### src/rtl/icache_fill_ctrl.sv
// I-cache fill sequencer: one fetch request at a time, lookup, DRAM miss fill, bypass response.
// Optional hit/miss performance counters are built when ICACHE_FILL_PERF_EN is defined.
`ifndef ADDR_WIDTH
`define ADDR_WIDTH 32
`endif
`ifndef ICACHE_DATA_BLOCK_SIZE
`define ICACHE_DATA_BLOCK_SIZE 64
`endif

module icache_fill_ctrl #(
    parameter int ADDR_W     = `ADDR_WIDTH,
    parameter int BLOCK_BITS = `ICACHE_DATA_BLOCK_SIZE
) (
    input  logic                  clk,
    input  logic                  rst_aL,
    input  logic                  req_valid,
    output logic                  req_ready,
    input  logic [ADDR_W-1:0]     req_addr,
    input  logic                  flush,
    output logic                  resp_valid,
    output logic [BLOCK_BITS-1:0] resp_data,
    output logic [ADDR_W-1:0]     cache_addr,
    output logic                  cache_we_aL,
    output logic [BLOCK_BITS-1:0] cache_wdata,
    input  logic [BLOCK_BITS-1:0] cache_rdata,
    input  logic                  cache_hit,
    output logic                  dram_req_valid,
    input  logic                  dram_req_ready,
    output logic [ADDR_W-1:0]     dram_req_addr,
    input  logic                  dram_resp_valid,
    input  logic [BLOCK_BITS-1:0] dram_resp_data
`ifdef ICACHE_FILL_PERF_EN
    ,
    output logic [31:0]           perf_hits,
    output logic [31:0]           perf_misses
`endif
);

    localparam int OFF_BITS = $clog2(BLOCK_BITS / 8);

    typedef enum logic [2:0] {
        S_IDLE,
        S_LOOKUP,
        S_MISS_REQ,
        S_MISS_WAIT,
        S_FILL
    } state_t;

    state_t                r_state;
    logic [ADDR_W-1:0]     r_addr;
    logic [BLOCK_BITS-1:0] r_fill;
    logic                  r_kill;

    logic w_lookup_resp;
    logic w_fill_resp;

    always_ff @(posedge clk or negedge rst_aL) begin
        if (!rst_aL) begin
            r_state <= S_IDLE;
            r_addr  <= '0;
            r_fill  <= '0;
            r_kill  <= 1'b0;
        end else begin
            case (r_state)
                S_IDLE: begin
                    if (req_valid && !flush) begin
                        r_addr  <= req_addr;
                        r_kill  <= 1'b0;
                        r_state <= S_LOOKUP;
                    end
                end
                S_LOOKUP: begin
                    if (flush || cache_hit) r_state <= S_IDLE;
                    else                    r_state <= S_MISS_REQ;
                end
                S_MISS_REQ: begin
                    if (flush)          r_kill  <= 1'b1;
                    if (dram_req_ready) r_state <= S_MISS_WAIT;
                end
                S_MISS_WAIT: begin
                    if (flush) r_kill <= 1'b1;
                    if (dram_resp_valid) begin
                        r_fill  <= dram_resp_data;
                        r_state <= S_FILL;
                    end
                end
                S_FILL: begin
                    // The fill always completes; a flush here only suppresses the response.
                    if (flush) r_kill <= 1'b1;
                    r_state <= S_IDLE;
                end
                default: r_state <= S_IDLE;
            endcase
        end
    end

    assign w_lookup_resp = (r_state == S_LOOKUP) && cache_hit && !r_kill && !flush;
    assign w_fill_resp   = (r_state == S_FILL) && !r_kill && !flush;

    assign req_ready      = (r_state == S_IDLE);
    assign resp_valid     = w_lookup_resp || w_fill_resp;
    assign resp_data      = w_lookup_resp ? cache_rdata :
                            w_fill_resp   ? r_fill      : '0;
    // Present the incoming address while idle so the SRAM read overlaps the accept cycle.
    assign cache_addr     = (r_state == S_IDLE) ? req_addr : r_addr;
    assign cache_we_aL    = (r_state != S_FILL);
    assign cache_wdata    = r_fill;
    assign dram_req_valid = (r_state == S_MISS_REQ);
    assign dram_req_addr  = {r_addr[ADDR_W-1:OFF_BITS], {OFF_BITS{1'b0}}};

`ifdef ICACHE_FILL_PERF_EN
    logic [31:0] r_perf_hits;
    logic [31:0] r_perf_misses;

    always_ff @(posedge clk or negedge rst_aL) begin
        if (!rst_aL) begin
            r_perf_hits   <= '0;
            r_perf_misses <= '0;
        end else if (r_state == S_LOOKUP) begin
            if (cache_hit) r_perf_hits   <= r_perf_hits + 32'd1;
            else           r_perf_misses <= r_perf_misses + 32'd1;
        end
    end

    assign perf_hits   = r_perf_hits;
    assign perf_misses = r_perf_misses;
`endif

endmodule

### config.mk
export PLATFORM = sky130hd
export DESIGN_NAME = icache_fill_ctrl
export DESIGN_NICKNAME = d
export VERILOG_FILES = /design/src/rtl/icache_fill_ctrl.sv
export SDC_FILE = /design/constraint.sdc
export NUM_CORES = 1
export LEC_CHECK = 0
export ABC_AREA = 0
export CORE_AREA = 4 4 141 143
export CTS_CLUSTER_SIZE = 25
export DETAILED_ROUTE_END_ITERATION = 6
export DIE_AREA = 0 0 145 147
export PLACE_DENSITY = 0.77
export SYNTH_ARGS = -nofsm -noshare
export SYNTH_HDL_FRONTEND = slang
export SYNTH_SLANG_ARGS = --single-unit
### constraint.sdc
create_clock -name clk -period 1.8 [get_ports clk]
set_input_delay 0.36 -clock clk [delete_from_list [all_inputs] [get_ports clk]]
set_output_delay 0.36 -clock clk [all_outputs]
set_load 0.05 [all_outputs]
==> results.tsv, run 1 <==
stage	metric	value	unit
status	status	finished, violations left	
status	violations	setup timing	
place	gp_congestion	0.8079	
pwr	total_power	21.30	mW
pwr	switching_power	10.65	mW
place	hpwl	16040	um
synthesis	synth.area.top_cells	dfrtp_1 48%, mux2_1 11%, a22o_1 11%	
synthesis	synth_compound_area_frac	0.1160	
synthesis	synth_fa_ha_area_frac	0	
detailed_routing	vias	4712	
sta	layout_setup_ws	-0.4665	ns
pwr	p_int	10.65	mW
detailed_routing	top_layer	met4	
synthesis	synth_cell_type_count	33	
worst_setup_path	cp.required	1.44	ns
worst_setup_path	critPathKind	register to output port	
synthesis	synth-simple-area-share	0.01953	
pwr	p_per_area	1919	mW/mm^2
grt	grt_first_pass_wirelength	32960	um
detailed_routing	vias_per_cell	4.808	
detailed_routing	wl	22480	um
finish	instances_no_fill	980	
clock_network	cts_tree	done	
floorplan	die_y	147	um
clock_network	cts.sinks	100	
pwr	ir_worst_vdd	1628	uV
finish	layout_common_cells	164 x clkdlybuf4s50_1, 112 x buf_4, 99 x dfrtp_1	
sta	worstMarginPinSlew	0.5454	ns
grt	grt_use_total	0.1974	
detailed_routing	dr_wl_met2	11790	um
pwr	sequentialPowerShare	0.218	
worst_setup_path	cp.arrival	1.91	ns
worst_setup_path	critical-path-max-stage-delay	0.43	ns
clock_network	clockRootBuffer	clkbuf_16	
detailed_routing	wl_met1	8377	um
floorplan	io_pins	363	
synthesis	synthMuxAreaShare	0.2987	
finish	area_growth	113.9	%
synthesis	yosys_register_bits	100	
place	place_area	0.009857	sq mm
synthesis	yosys.area.top_type	dfrtp_1	
finish	final_area	0.01110	sq mm
finish	nFillCells	1369	
pwr	switching_share	0.5001	
sta	fin_worst_skew	0.007967	ns
detailed_routing	first_pass_iters	4	
clock_network	htreeDepth	3	
pwr	p_comb_frac	0.692	
clock_network	cts.path.max_buffers	2	
clock_network	cts-buffers-inserted	9	
grt	antenna_found_initial	0	
floorplan	placementRows	50	
sta	final_hold_viol_count	0	
floorplan	core-area	0.01858	sq mm
sta	period_minus_slack	2.267	ns
synthesis	synth_cells	378	
worst_setup_path	startpoint_type	register	
clock_network	hold_buffers	0	
finish	antennaDiodeCount	0	
synthesis	yosys_warnings	0	
detailed_routing	drtAntennaViolNets	0	
worst_setup_path	cpLargestDelayFamily	buffers and inverters	
grt	grt.overflow.total	0	
synthesis	synth_top_flop_cell	dfrtp_1	
finish	drive_gt1_frac	0.5576	
synthesis	synth_area	0.005190	sq mm
place	dp_cells	944	
finish	nets	910	
worst_setup_path	cp-end-kind	output port	
flow_run	maxCapViolations	0	
sta	timing.fmax	441.2	MHz
worst_setup_path	cp_max_fo	8	
place	port_buffers	359	
sta	slew_headroom	0.6364	
sta	setup_viol	133	
clock_network	insertion_delay	0.34	ns
grt	grt_pass1_vias	5266	
synthesis	yosysSeqAreaShare	0.4822	
synthesis	async_flop_share	1.000	
synthesis	synth_edf_count	0	
worst_setup_path	cp_num_buf_inv	4	
detailed_routing	wl_met3	1849	um
min_path	worstHoldPathType	input pin to async pin	
synthesis	syn_area_per_cell	13.73	sq um
detailed_routing	drt_iter0_markers	140	
detailed_routing	routedWlPerCell	22.93	um
sta	finalCritPeriodShare	1.259	
pwr	power_leakage	5.203	nW
clock_network	clk_pin_slew_worst_paths	0.07	ns
synthesis	synth-xor-area-share	0	
detailed_routing	drcViolationCount	0	
sta	final-max-slew-violation-count	0	
floorplan	dieArea	0.02132	sq mm
synthesis	synth_top_family_by_area	multiplexers	
floorplan	dieWidth	145	um
worst_setup_path	cp_slowest_cell	dfrtp_2	
grt	grt_max_degree	101	
worst_setup_path	cp_cell_sequence	buf_6 -> nor3_4 -> buf_12 -> clkbuf_16 -> mux2_4 -> buf_8	
floorplan	initial_core_util	0.2793	
synthesis	synth_top_area_frac	0.4822	
pwr	clockPowerShare	0.090	
sta	grt_setup_unrepaired	yes	
finish	final_common_cell	clkdlybuf4s50_1	
-- worst register-to-register path: stages, from the launching register on --
cell,delay (ns)
dfrtp_2,0.43
buf_4,0.14
buf_6,0.11
or3b_4,0.37
or3_4,0.51
buf_12,0.17
buf_16,0.13
mux2_4,0.29
-- per-layer routing --
layer / track usage / vias to the layer above
li1: - / 2103
met1: 0.2202 / 2345
met2: 0.3566 / 234
met3: 0.07064 / 30
met4: 0.05606 / 0
met5: 0 / -
-- path summary, 6_finish.rpt --
path | start | end | slack [ns] | depth (start not counted)
setup / recovery | r_state[1] | cache_addr[5] | -0.47 | 6
hold / removal | rst_aL | r_addr[22] | 0.07 | 2
setup reg to reg | r_state[1] | r_addr[14] | -0.45 | 7
hold reg to reg | r_addr[0] | r_addr[0] | 0.52 | 1
max in group asynchronous | rst_aL | cache_wdata[52] | 1.31 | 2
min in group clk | r_addr[0] | r_addr[0] | 0.52 | 1
-- sequential cells by signal, indices dropped and copies added, names as in the netlist --
register	flops
r_addr	32
r_kill	1
r_state	3
cache_wdata	64
-- timing repair --
| action | 4_1_cts | 5_1_grt |
|---|---|---|
| setup endpoints to repair | 132 | 133 |
| gates cloned | 7 | 6 |
| resized for setup | 73 | 81 |
| pin swaps | 8 | 8 |
| buffers inserted | 10 | 9 |
-- logic make-up (layout without fill, tap and decap cells) --
group	Yosys count	in the layout
AO/OA/AOI/OAI	70	70
buffers and inverters	64	430
flip-flops	100	100
multiplexers	128	128
other	1	3
AND/OR/NAND/NOR	15	15
-- power groups by stage --
| stage | sequential (mW) | combinational (mW) | clock [mW] |
|---|---|---|---|
| 2_1_floorplan | 6.73 | 6.57 | 0 |
| 3_3_place_gp | 4.53 | 12.6 | 0 |
| 3_5_place_dp | 4.57 | 12.7 | 0 |
| 4_1_cts | 4.59 | 13.4 | 1.99 |
| 5_1_grt | 4.78 | 15.2 | 2.07 |
| 6_report | 4.63 | 14.7 | 1.93 |
-- stage by stage --
| stage | TNS, ns | util | hold slack (ns) | setup WS [ns] |
|---|---|---|---|---|
| floorplan | -4.564 | - | 0.06441 | -0.3589 |
| finish | -50.82 | 0.5975 | 0.07214 | -0.4665 |
| global placement | -49.73 | 0.5305 | 0.4539 | -0.5657 |
| global route | -61.11 | 0.5975 | 0.1102 | -0.5231 |
| detailed placement | -50.77 | 0.5305 | 0.4681 | -0.5409 |
| CTS | -50.87 | 0.5798 | 0.08476 | -0.5024 |
-- cells in the mapped netlist (2+ instances only) --
master / count
a21oi_1: 2
a22o_1: 64
buf_1: 9
buf_12: 3
buf_2: 11
buf_4: 32
clkbuf_1: 7
dfrtp_1: 100
mux2_1: 52
mux2_2: 47
mux2_4: 29
-- layout make-up --
cell class                 instances  area [sq um]  area share
clock buffer                       9         225.2     0.02029
clock inverter                     5         61.31    0.005522
inverter                           1         3.754   0.0003381
multi-input combinational        216          3000      0.2703
sequential                       100          2504      0.2255
tap                              234         292.8     0.02637
timing repair buffer             415          5015      0.4517
Note: power is estimated with default switching activity, not from simulation.
==> inputs of run 2 (changes only) <==
--- a/config.mk
+++ b/config.mk
@@ -11,6 +11,7 @@
 export DETAILED_ROUTE_END_ITERATION = 6
 export DIE_AREA = 0 0 145 147
 export PLACE_DENSITY = 0.77
+export SLEW_MARGIN = 10
 export SYNTH_ARGS = -nofsm -noshare
 export SYNTH_HDL_FRONTEND = slang
 export SYNTH_SLANG_ARGS = --single-unit
==> results of run 2 <==
Final layout, timing and power as in run 1 (identical DEF).
